File: src/rtl/execute_stage_if.sv
// EX-stage bus: decoded operands in from register-read, registered results out to memory stage.
// Latency: n/a (wiring only).
// Backpressure: none; one instruction per cycle.
interface execute_stage_if #(
    parameter int DATA_W = 16,
    parameter int IMM_W  = 7
);
    logic [4:0]        control_in;
    logic [4:0]        dest_index_in;
    logic [DATA_W-1:0] reg1_data;
    logic [DATA_W-1:0] reg2_data;
    logic [DATA_W-1:0] npc;
    logic [IMM_W-1:0]  immediate;

    logic [4:0]        dest_index_out;
    logic [4:0]        control_out;
    logic [DATA_W-1:0] output_reg;
    logic [DATA_W-1:0] result_out;
    logic [DATA_W-1:0] target;
    logic              DEST_REG_WRITE_EN;
    logic              ZF;
    logic              GF;
    logic              LF;

    modport master (
        output control_in, dest_index_in, reg1_data, reg2_data, npc, immediate,
        input  dest_index_out, control_out, output_reg, result_out, target,
               DEST_REG_WRITE_EN, ZF, GF, LF
    );

    modport slave (
        input  control_in, dest_index_in, reg1_data, reg2_data, npc, immediate,
        output dest_index_out, control_out, output_reg, result_out, target,
               DEST_REG_WRITE_EN, ZF, GF, LF
    );
endinterface

File: src/rtl/execute_stage.sv
// Execute stage: ALU/shift/compare/branch-target/address generation plus ZF/GF/LF flags.
// Latency: 1 cycle, all outputs registered.
// Backpressure: none; accepts a new instruction every cycle.
module execute_stage #(
    parameter int DATA_W = 16,
    parameter int IMM_W  = 7
) (
    input  logic            clk,
    input  logic            reset,
    execute_stage_if.slave  ex
);

    typedef enum logic [3:0] {
        OP_NOP    = 4'd0,
        OP_SUB    = 4'd1,
        OP_ADD    = 4'd2,
        OP_ADDI   = 4'd3,
        OP_SHLLI  = 4'd4,
        OP_SHRLI  = 4'd5,
        OP_JUMP   = 4'd6,
        OP_JUMPL  = 4'd7,
        OP_JUMPG  = 4'd8,
        OP_JUMPE  = 4'd9,
        OP_JUMPNE = 4'd10,
        OP_CMP    = 4'd11,
        OP_LOAD   = 4'd12,
        OP_LOADI  = 4'd13,
        OP_STORE  = 4'd14,
        OP_MOV    = 4'd15
    } op_e;

    op_e               opcode;
    logic              reserved_nop;
    logic [DATA_W-1:0] simm;
    logic [DATA_W-1:0] zimm;
    logic [3:0]        shamt;

    logic [DATA_W-1:0] result_nxt;
    logic [DATA_W-1:0] target_nxt;
    logic              we_nxt;
    logic              taken;
    logic              flags_we;
    logic              zf_nxt;
    logic              gf_nxt;
    logic              lf_nxt;

    assign opcode       = op_e'(ex.control_in[3:0]);
    assign reserved_nop = ex.control_in[4];
    assign simm         = {{(DATA_W-IMM_W){ex.immediate[IMM_W-1]}}, ex.immediate};
    assign zimm         = {{(DATA_W-IMM_W){1'b0}}, ex.immediate};
    assign shamt        = ex.immediate[3:0];

    always_comb begin
        result_nxt = '0;
        we_nxt     = 1'b0;
        taken      = 1'b0;
        flags_we   = 1'b0;
        zf_nxt     = ex.ZF;
        gf_nxt     = ex.GF;
        lf_nxt     = ex.LF;
        if (!reserved_nop) begin
            unique case (opcode)
                OP_SUB:    begin result_nxt = ex.reg1_data - ex.reg2_data; we_nxt = 1'b1; end
                OP_ADD:    begin result_nxt = ex.reg1_data + ex.reg2_data; we_nxt = 1'b1; end
                OP_ADDI:   begin result_nxt = ex.reg1_data + simm;         we_nxt = 1'b1; end
                OP_SHLLI:  begin result_nxt = ex.reg1_data << shamt;       we_nxt = 1'b1; end
                OP_SHRLI:  begin result_nxt = ex.reg1_data >> shamt;       we_nxt = 1'b1; end
                OP_LOAD:   begin result_nxt = ex.reg1_data + simm;         we_nxt = 1'b1; end
                OP_LOADI:  begin result_nxt = zimm;                        we_nxt = 1'b1; end
                OP_STORE:  result_nxt = ex.reg1_data + simm;
                OP_MOV:    begin result_nxt = ex.reg2_data;                we_nxt = 1'b1; end
                // Branches see the flags as registered before this edge.
                OP_JUMP:   taken = 1'b1;
                OP_JUMPL:  taken = ex.LF;
                OP_JUMPG:  taken = ex.GF;
                OP_JUMPE:  taken = ex.ZF;
                OP_JUMPNE: taken = !ex.ZF;
                OP_CMP: begin
                    flags_we = 1'b1;
                    zf_nxt   = (ex.reg1_data == ex.reg2_data);
                    gf_nxt   = (ex.reg1_data >  ex.reg2_data);
                    lf_nxt   = (ex.reg1_data <  ex.reg2_data);
                end
                default: ;
            endcase
        end
        target_nxt = taken ? (ex.npc + simm) : ex.npc;
    end

    always_ff @(posedge clk) begin
        if (reset) begin
            ex.dest_index_out    <= '0;
            ex.control_out       <= '0;
            ex.output_reg        <= '0;
            ex.result_out        <= '0;
            ex.target            <= '0;
            ex.DEST_REG_WRITE_EN <= 1'b0;
            ex.ZF                <= 1'b0;
            ex.GF                <= 1'b0;
            ex.LF                <= 1'b0;
        end else begin
            ex.dest_index_out    <= ex.dest_index_in;
            ex.control_out       <= ex.control_in;
            ex.output_reg        <= ex.reg2_data;
            ex.result_out        <= result_nxt;
            ex.target            <= target_nxt;
            ex.DEST_REG_WRITE_EN <= we_nxt;
            if (flags_we) begin
                ex.ZF <= zf_nxt;
                ex.GF <= gf_nxt;
                ex.LF <= lf_nxt;
            end
        end
    end

endmodule

File: src/flat_wrapper.sv
// flat-port wrapper written by rule: the top's interface ports become plain ports
module execute_stage_flat 
#(
    parameter int DATA_W = 16,
    parameter int IMM_W  = 7
)
  (clk, reset, ex_control_in, ex_dest_index_in, ex_reg1_data, ex_reg2_data, ex_npc, ex_immediate, ex_dest_index_out, ex_control_out, ex_output_reg, ex_result_out, ex_target, ex_DEST_REG_WRITE_EN, ex_ZF, ex_GF, ex_LF);
  execute_stage_if #(.DATA_W(DATA_W), .IMM_W(IMM_W)) ex_i ();
  input  logic clk;
  input  logic reset;
  input wire logic [$bits(ex_i.control_in)-1:0] ex_control_in;
  input wire logic [$bits(ex_i.dest_index_in)-1:0] ex_dest_index_in;
  input wire logic [$bits(ex_i.reg1_data)-1:0] ex_reg1_data;
  input wire logic [$bits(ex_i.reg2_data)-1:0] ex_reg2_data;
  input wire logic [$bits(ex_i.npc)-1:0] ex_npc;
  input wire logic [$bits(ex_i.immediate)-1:0] ex_immediate;
  output wire logic [$bits(ex_i.dest_index_out)-1:0] ex_dest_index_out;
  output wire logic [$bits(ex_i.control_out)-1:0] ex_control_out;
  output wire logic [$bits(ex_i.output_reg)-1:0] ex_output_reg;
  output wire logic [$bits(ex_i.result_out)-1:0] ex_result_out;
  output wire logic [$bits(ex_i.target)-1:0] ex_target;
  output wire logic [$bits(ex_i.DEST_REG_WRITE_EN)-1:0] ex_DEST_REG_WRITE_EN;
  output wire logic [$bits(ex_i.ZF)-1:0] ex_ZF;
  output wire logic [$bits(ex_i.GF)-1:0] ex_GF;
  output wire logic [$bits(ex_i.LF)-1:0] ex_LF;
  assign ex_i.control_in = ex_control_in;
  assign ex_i.dest_index_in = ex_dest_index_in;
  assign ex_i.reg1_data = ex_reg1_data;
  assign ex_i.reg2_data = ex_reg2_data;
  assign ex_i.npc = ex_npc;
  assign ex_i.immediate = ex_immediate;
  assign ex_dest_index_out = ex_i.dest_index_out;
  assign ex_control_out = ex_i.control_out;
  assign ex_output_reg = ex_i.output_reg;
  assign ex_result_out = ex_i.result_out;
  assign ex_target = ex_i.target;
  assign ex_DEST_REG_WRITE_EN = ex_i.DEST_REG_WRITE_EN;
  assign ex_ZF = ex_i.ZF;
  assign ex_GF = ex_i.GF;
  assign ex_LF = ex_i.LF;
  execute_stage #(.DATA_W(DATA_W), .IMM_W(IMM_W)) u_core (.clk(clk), .reset(reset), .ex(ex_i));
endmodule
File: config.mk
export PLATFORM = sky130hd
export DESIGN_NAME = execute_stage_flat
export DESIGN_NICKNAME = d
export VERILOG_FILES = /design/src/rtl/execute_stage_if.sv /design/src/rtl/execute_stage.sv /design/src/flat_wrapper.sv
export SDC_FILE = /design/constraint.sdc
export NUM_CORES = 1
export LEC_CHECK = 0
export CAP_MARGIN = 20
export CORE_MARGIN = 2
export CORE_UTILIZATION = 55
export CTS_CLUSTER_DIAMETER = 50
export DETAILED_ROUTE_END_ITERATION = 8
export DONT_BUFFER_PORTS = 1
export GPL_TIMING_DRIVEN = 1
export PLACE_DENSITY = 0.79
export SETUP_SLACK_MARGIN = 0.1
export SLEW_MARGIN = 20
export SYNTH_ARGS = -nofsm -noshare
export SYNTH_HDL_FRONTEND = slang
export SYNTH_SLANG_ARGS = --single-unit
export TNS_END_PERCENT = 100
File: constraint.sdc
create_clock -name clk -period 3 [get_ports clk]
set_clock_uncertainty 0.05 [all_clocks]
set_input_delay 0.15 -clock clk [delete_from_list [all_inputs] [get_ports clk]]
set_output_delay 0.15 -clock clk [all_outputs]
set_load 0.03 [all_outputs]
==> results_dict.tcl, run 1 <==
set metrics [dict create \
    rows 38 \
    dp_cells 910 \
    wire_per_inst_um 21.9 \
    cts_setup_buffers 0 \
    whs_ns -0.00151 \
    hold_path.class "in2reg" \
    violations "negative hold slack" \
    fin_setup_tns_ns 0 \
    nNetsFinal 950 \
    grt_pass1_wl_mm 32.0 \
    drive_gt1_frac 0.0685 \
    wirelength_mm 21.3 \
    hpwl_mm 15.6 \
    syn-cell-area_um2 5980 \
    crit_type "in2reg" \
    antenna_found_initial 0 \
    synth_cell_type_count 74 \
    die_w_um 108 \
    cts_buffer_depth 2 \
    maxCapViolCount 0 \
    track_usage 0.357 \
    slew_viol_final 0 \
    yosysSeqAreaShare 0.208 \
    grt_overflow 0 \
    dieArea_um2 11700 \
    clock-sinks 62 \
    cts_tree "built" \
    syn_to_final_growth_pct 12.6 \
    clk_pin_slew_ns 0.08 \
    async_flop_share 0 \
    crit_required_ns 3.20 \
    syn-num-nets 920 \
    first_pass_iters 8 \
    synth_area_per_cell_um2 7.50 \
    synth_edf_count 0 \
    slew_headroom 0.358 \
    cts_made_buffers 9 \
    finalPower_mw 2.63 \
    drc 0 \
    cp-start-kind "input port" \
    clock.fmax_ghz 0.363 \
    min_period_over_period 0.918 \
    first_iter_violations 811 \
    grt_pass1_vias 5971 \
    grt_max_degree 48 \
    pre_cts_slack_ns 0.0690 \
    ys_ff_latch 62 \
    arrival_ns 2.95 \
    synth_top_area_frac 0.208 \
    cp-end-kind "register" \
    ctsRootBufferMaster "clkbuf_8" \
    p_per_area_nw_per_um2 391 \
    synth_common_cells "nor2_1, nand2_1, a21oi_1, dfxtp_1, ha_1" \
    synth_cells 797 \
    final.min_clock_period_ns 2.75 \
    port_buffers 0 \
    synth_top_area_cell "dfxtp_1" \
    insertion_delay_ns 0.36 \
    synth_top_flop_cell "dfxtp_1" \
    peakVddDrop_mv 0.287 \
    via_per_inst 6.67 \
    r2r_slack_ns 0.86 \
    start_util 0.559 \
    antennaDiodeCount 0 \
    yosys_warnings 0 \
    gp_congestion 1.06 \
    final_core_util 0.629 \
    setup_viol 0 \
    fin_cells 972 \
    htreeDepth 3 \
    yosysMostFrequentCell "nor2_1" \
    vias 6482 \
    core_area_um2 10700 \
    leakage_nw 2.81 \
    worst_pin_slew_ns 0.963 \
    outcome "finished with violations" \
    ios 129 \
    die_h_um 108 \
    setup_ws_ns 0.245 \
    rsz0062_at_grt "no" \
    final_hold_viol_count 1 \
    crit_fanout 13 \
    drt.antenna.violating_nets 0 \
    synth_area_leaders "dfxtp_1, ha_1, nor2_1" \
]
[layer usage]
layer / track usage / wire [um] / vias up / part of all wire
met4: 0.140 / 765 / 0 / 0.036
li1: - / - / 2992 / -
met3: 0.0868 / 2250 / 62 / 0.11
met5: 0 / 0 / - / 0
met1: 0.463 / 8660 / 2995 / 0.41
met2: 0.572 / 9630 / 433 / 0.45
[placed cells by master, fill, tap and decap left out, types with 17 or more instances in the layout]
master	n
nor2b_1	22
ha_1	53
nor3_1	33
a21o_1	20
mux2i_1	20
xnor2_1	17
dlygate4sd3_1	45
nor2_1	91
a21oi_1	66
nand2_1	83
dfxtp_1	62
o21ai_0	46
inv_1	35
[final timing paths]
| path | from | end | cells after the start |
|---|---|---|---|
| setup / recovery | ex_control_in[2] | u_core.ex.result_out[3]$_SDFF_PP0_ | 13 |
| hold / removal | ex_reg2_data[0] | u_core.ex.result_out[0]$_SDFF_PP0_ | 2 |
| setup reg to reg | u_core.ex.ZF$_SDFFE_PP0P_ | u_core.ex.target[12]$_SDFF_PP0_ | 7 |
| hold reg to reg | u_core.ex.GF$_SDFFE_PP0P_ | u_core.ex.GF$_SDFFE_PP0P_ | 2 |
[worst max-delay path: stages]
cell and delay (ns):
nand4bb_1 0.21, and2_1 0.24, buf_4 0.21, nand2_1 0.09, o21ai_1 0.09, ha_1 0.33, a21oi_1 0.20, nand2_1 0.12
xor2_1 0.15, a221oi_1 0.28, buf_4 0.19, a31oi_1 0.08, dlygate4sd3_1 0.60
[timing repair]
| item | in CTS | in global routing |
|---|---|---|
| resized for setup | 0 | 2 |
| endpoints found under the hold margin | 50 | 0 |
| hold buffers | 46 | 0 |
| endpoints found under the setup margin | 0 | 2 |
[per-stage QoR]
stage	cell area [um2]	hold WS [ns]
after floorplan	5990	0.172
after global placement	6060	0.175
after detailed placement	6060	0.175
after CTS	6720	0.00133
after global routing	6730	0.0166
final	6730	-0.00151
[area by class of cell]
class	instances	area, um2
inverters	36	135
repair buffers	56	546
well taps	140	175
fillers	961	3970
clock buffers	11	131
flip-flops and latches	62	1240
clock inverters	5	60.1
multi-input cells	662	4440
[power breakdown]
part	total, mW	internal, mW	switching, mW	leakage [nW]
clock	0.775	0.386	0.389	0.0935
combinational	0.888	0.389	0.499	2.20
sequential	0.970	0.866	0.104	0.512
[cell families after synthesis]
family,Yosys count,synth area share
AOI/OAI and AO/OA,236,0.258
xor gates and xnor gates,24,0.0352
adders and majority gates,56,0.121
buffers and inverters,73,0.0534
DFF,62,0.208
muxes,38,0.0749
and+or+nand+nor,308,0.250
Note: power is estimated with default switching activity, not from simulation.
==> run 2: changes to the inputs <==
- clock period: 3 -> 2.32 ns (I/O delays scaled with it)
==> run 2 against run 1 <==
Net effect:
- the run ends with negative hold slack, negative setup slack left
- worst setup slack worse by 0.25 ns
- worst hold slack got worse by 0.0056 ns
- global-route usage increased by 2.6 points
- largest cell class unchanged
- largest power group is now combinational logic
==> results_dict.tcl, run 2 (synthesis results as in run 1) <==
set metrics [dict create \
    clockPowerShare 0.283 \
    dieArea_um2 11700 \
    whs_ns -0.00714 \
    rows 38 \
    min_period_over_period 1.00 \
    cts_tree "built" \
    grt_overflow 0 \
    cp-start-kind "input port" \
    p_switching_mw 1.33 \
    grt_max_degree 47 \
    layout_common_cells "nor2_1, nand2_1, buf_4" \
    core_area_um2 10700 \
    wirelength_mm 22.7 \
    die_h_um 108 \
    leakage_nw 3.12 \
    cts_made_buffers 9 \
    peakVddDrop_mv 0.274 \
    via_per_inst 6.60 \
    arrival_ns 2.52 \
    hold_path.class "in2reg" \
    setup_ws_ns -0.00827 \
    first_iter_violations 867 \
    htreeDepth 3 \
    final_core_util 0.687 \
    wire_per_inst_um 22.0 \
    outcome "finished with violations" \
    vias 6811 \
    die_w_um 108 \
    clk_pin_slew_ns 0.07 \
    clock.fmax_ghz 0.430 \
    pwr-share-seq 0.344 \
    grt_pass1_wl_mm 34.2 \
    final_common_cell "nor2_1" \
    cts_buffer_depth 2 \
    port_buffers 0 \
    crit_type "in2reg" \
    final_hold_viol_count 1 \
    crit_required_ns 2.51 \
    track_usage 0.384 \
    cp-end-kind "register" \
    dp_cells 960 \
    violations "negative hold slack, negative setup slack" \
    drive_gt1_frac 0.154 \
    fin_setup_tns_ns -0.00827 \
    start_util 0.559 \
    worst_pin_slew_ns 0.641 \
    slew_headroom 0.568 \
    setup_viol 1 \
    drt.antenna.violating_nets 0 \
    crit_fanout 15 \
    grt_pass1_vias 6449 \
    slew_viol_final 0 \
    p_per_area_nw_per_um2 495 \
    nNetsFinal 1010 \
    first_pass_iters 9 \
    clock-sinks 62 \
    switching_share 0.364 \
    rsz0062_at_grt "yes" \
    final.min_clock_period_ns 2.33 \
    power_frac_comb 0.373 \
    p_int_mw 2.31 \
    pre_cts_slack_ns -0.497 \
    antennaDiodeCount 0 \
    ios 129 \
    fin_cells 1032 \
    maxCapViolCount 0 \
    ctsRootBufferMaster "clkbuf_8" \
    gp_congestion 1.06 \
    syn_to_final_growth_pct 23.0 \
    antenna_found_initial 0 \
    drc 0 \
    insertion_delay_ns 0.36 \
    hpwl_mm 16.4 \
]
run 2: cell count changes in the layout (fill, tap and decap cells not counted), sizes merged:
cell         delta
buf            +54
dlygate4sd3     +6
clkbuf          +2
clkinv          -2
run 2: worst max-delay path: stages:
cell and delay (ns):
nand3b_1 0.17, and2_4 0.23, buf_4 0.19, a21o_1 0.22
ha_1 0.30, a21oi_1 0.14, o21ai_1 0.09, o211ai_1 0.32
nand3_2 0.16, and4_1 0.22, nor3_1 0.24, a31oi_1 0.10
run 2: worst paths after layout:
check | cells past startpoint | start | end | slack, ns
setup / recovery | 12 | ex_control_in[0] | u_core.ex.result_out[15]$_SDFF_PP0_ | -0.008
hold / removal | 3 | ex_npc[0] | u_core.ex.target[0]$_SDFF_PP0_ | -0.007
setup reg to reg | 7 | u_core.ex.GF$_SDFFE_PP0P_ | u_core.ex.target[12]$_SDFF_PP0_ | 0.30
hold reg to reg | 2 | u_core.ex.GF$_SDFFE_PP0P_ | u_core.ex.GF$_SDFFE_PP0P_ | 0.50
run 2: cell type report:
cell class	instances	area [um2]
sequential	62	1240
inverter	36	140
multi-input combinational	662	4580
clock buffer	13	159
clock inverter	3	42.5
fill	928	3340
timing repair buffer	116	1010
tap	140	175
run 2: what timing repair did:
action / in CTS / in global routing
hold buffers: 51 / 1
gates resized for setup: 9 / 18
pin swaps: 3 / 8
setup buffers: 1 / 3
hold endpoints to repair: 53 / 1
endpoints found under the setup margin: 9 / 11
run 2: power by group through the flow:
stage,logic [mW],registers [mW],clock network (mW)
after detailed placement,1.16,1.28,0
after CTS,1.28,1.25,1.03
after floorplan,0.884,1.27,0
after global placement,1.14,1.28,0
final,1.36,1.25,1.03
after global routing,1.47,1.26,1.07
run 2: layer usage:
layer | track usage | up-vias | wire length, um
met5 | 0 | - | 0
met4 | 0.190 | 0 | 1220
met3 | 0.106 | 106 | 2820
met2 | 0.608 | 497 | 9970
met1 | 0.478 | 3104 | 8690
li1 | - | 3104 | -
run 2: stage by stage:
stage	area (um2)	total power [mW]
after floorplan	6080	2.15
after global placement	6480	2.41
after detailed placement	6480	2.44
after CTS	7240	3.56
after global routing	7350	3.80
final	7350	3.64
==> run 3: changes to the inputs <==
- RECOVER_POWER: not set -> 100
==> run 3 against run 2 <==
Net effect:
- the flow finishes with violations (negative hold slack)
- wire length is 0.13% lower
- critical path type unchanged
- core utilization is 0.43 points lower
- clock power hardly changed
- cell count stayed put
- via count is 0.46% lower
- final area is 0.63% lower
- global-route usage stayed put
- highest routed layer unchanged
- worst hold slack worse by 0.00066 ns
- critical path depth stayed put
- first-iteration DRC count is 0.12% lower
- total power is 0.39% lower
==> results_dict.tcl, run 3 (synthesis results as in run 1) <==
set metrics [dict create \
    first_iter_violations 866 \
    cp-end-kind "register" \
    insertion_delay_ns 0.36 \
    drive_gt1_frac 0.145 \
    r2r_slack_ns 0.33 \
    setup_viol 0 \
    vias 6780 \
    track_usage 0.384 \
    grt_pass1_vias 6449 \
    slew_headroom 0.307 \
    first_pass_iters 9 \
    die_w_um 108 \
    rsz0062_at_grt "yes" \
    antennaDiodeCount 0 \
    clk_pin_slew_ns 0.07 \
    clock.fmax_ghz 0.435 \
    nNetsFinal 1010 \
    peakVddDrop_mv 0.273 \
    cts_made_buffers 9 \
    final_common_cell "nor2_1" \
    wire_per_inst_um 22.0 \
    final.min_clock_period_ns 2.30 \
    hold_path.class "in2reg" \
    antenna_found_initial 0 \
    placed_area_um2 6480 \
    drc 0 \
    core_area_um2 10700 \
    crit_required_ns 2.51 \
    dieArea_um2 11700 \
    min_period_over_period 0.990 \
    p_per_area_nw_per_um2 496 \
    grt_pass1_wl_mm 34.2 \
    start_util 0.559 \
    cts_tree "built" \
    final_core_util 0.683 \
    whs_ns -0.00781 \
    grt_max_degree 47 \
    worst_pin_slew_ns 1.04 \
    layout_common_cells "nor2_1, nand2_1, a21oi_1, dfxtp_1, buf_4" \
    ios 129 \
    port_buffers 0 \
    wirelength_mm 22.7 \
    ctsRootBufferMaster "clkbuf_8" \
    grt_overflow 0 \
    gp_congestion 1.06 \
    final_hold_viol_count 1 \
    crit_fanout 15 \
    maxCapViolCount 0 \
    drt.antenna.violating_nets 0 \
    htreeDepth 3 \
    crit_type "in2reg" \
    leakage_nw 3.09 \
    arrival_ns 2.49 \
    cts_buffer_depth 2 \
    via_per_inst 6.57 \
    rows 38 \
    outcome "finished with violations" \
    cp-start-kind "input port" \
    clock-sinks 62 \
    final_area_um2 7310 \
    slew_viol_final 0 \
    violations "negative hold slack" \
    die_h_um 108 \
    syn_to_final_growth_pct 22.2 \
    hpwl_mm 16.4 \
]
run 3: per-layer routing:
metal / GRT usage / part of all wire / vias up / wire, um
met4: 0.190 / 0.054 / 0 / 1220
met1: 0.478 / 0.38 / 3109 / 8540
met3: 0.106 / 0.13 / 97 / 2940
met2: 0.608 / 0.44 / 472 / 9970
met5: 0 / 0 / - / 0
li1: - / - / 3102 / -
run 3: where the power goes:
part | total [mW] | internal (mW) | leakage, nW | switching (mW)
clock | 1.03 | 0.555 | 0.0996 | 0.475
combinational | 1.34 | 0.632 | 2.48 | 0.712
sequential | 1.25 | 1.12 | 0.512 | 0.133
run 3: path summary, 6_finish.rpt:
path,to,cells past startpoint,startpoint
hold / removal,u_core.ex.target[0]$_SDFF_PP0_,3,ex_npc[0]
setup / recovery,u_core.ex.result_out[15]$_SDFF_PP0_,12,ex_control_in[0]
setup reg to reg,u_core.ex.target[12]$_SDFF_PP0_,7,u_core.ex.GF$_SDFFE_PP0P_
hold reg to reg,u_core.ex.GF$_SDFFE_PP0P_,2,u_core.ex.GF$_SDFFE_PP0P_
run 3: critical path: stages:
cell and delay (ns):
nand3b_1 0.17, and2_4 0.23, buf_4 0.18, a21o_1 0.22
ha_1 0.30, a21oi_1 0.14, o21ai_1 0.09, o211ai_1 0.33
nand3_2 0.16, and4_1 0.22, nor3_1 0.21, a31oi_1 0.10
run 3: layout make-up:
cell class | count | area, um2
sequential | 62 | 1240
fill | 940 | 3390
tap | 140 | 175
inverter | 36 | 140
timing repair buffer | 116 | 981
clock inverter | 3 | 42.5
multi-input combinational | 662 | 4570
clock buffer | 13 | 159
run 3: per-stage QoR:
| step | setup TNS, ns | power [mW] | setup slack, ns | instances | hold WS, ns |
|---|---|---|---|---|---|
| floorplan | -1.84 | 2.15 | -0.369 | 797 | 0.138 |
| CTS | 0 | 3.56 | 0.0913 | 1028 | -0.153 |
| global route | -0.253 | 3.79 | -0.0893 | 1032 | 0.0313 |
| global placement | -3.99 | 2.41 | -0.421 | 960 | 0.140 |
| finish | 0 | 3.63 | 0.0223 | 1032 | -0.00781 |
| detailed placement | -4.52 | 2.44 | -0.497 | 960 | 0.142 |
run 3: what timing repair did:
action / CTS / global route
endpoints found under the hold margin: 53 / 1
buffers inserted: 1 / 3
pin swaps: 3 / 8
gates resized for setup: 9 / 18
hold buffers: 51 / 1
setup endpoints to repair: 9 / 11
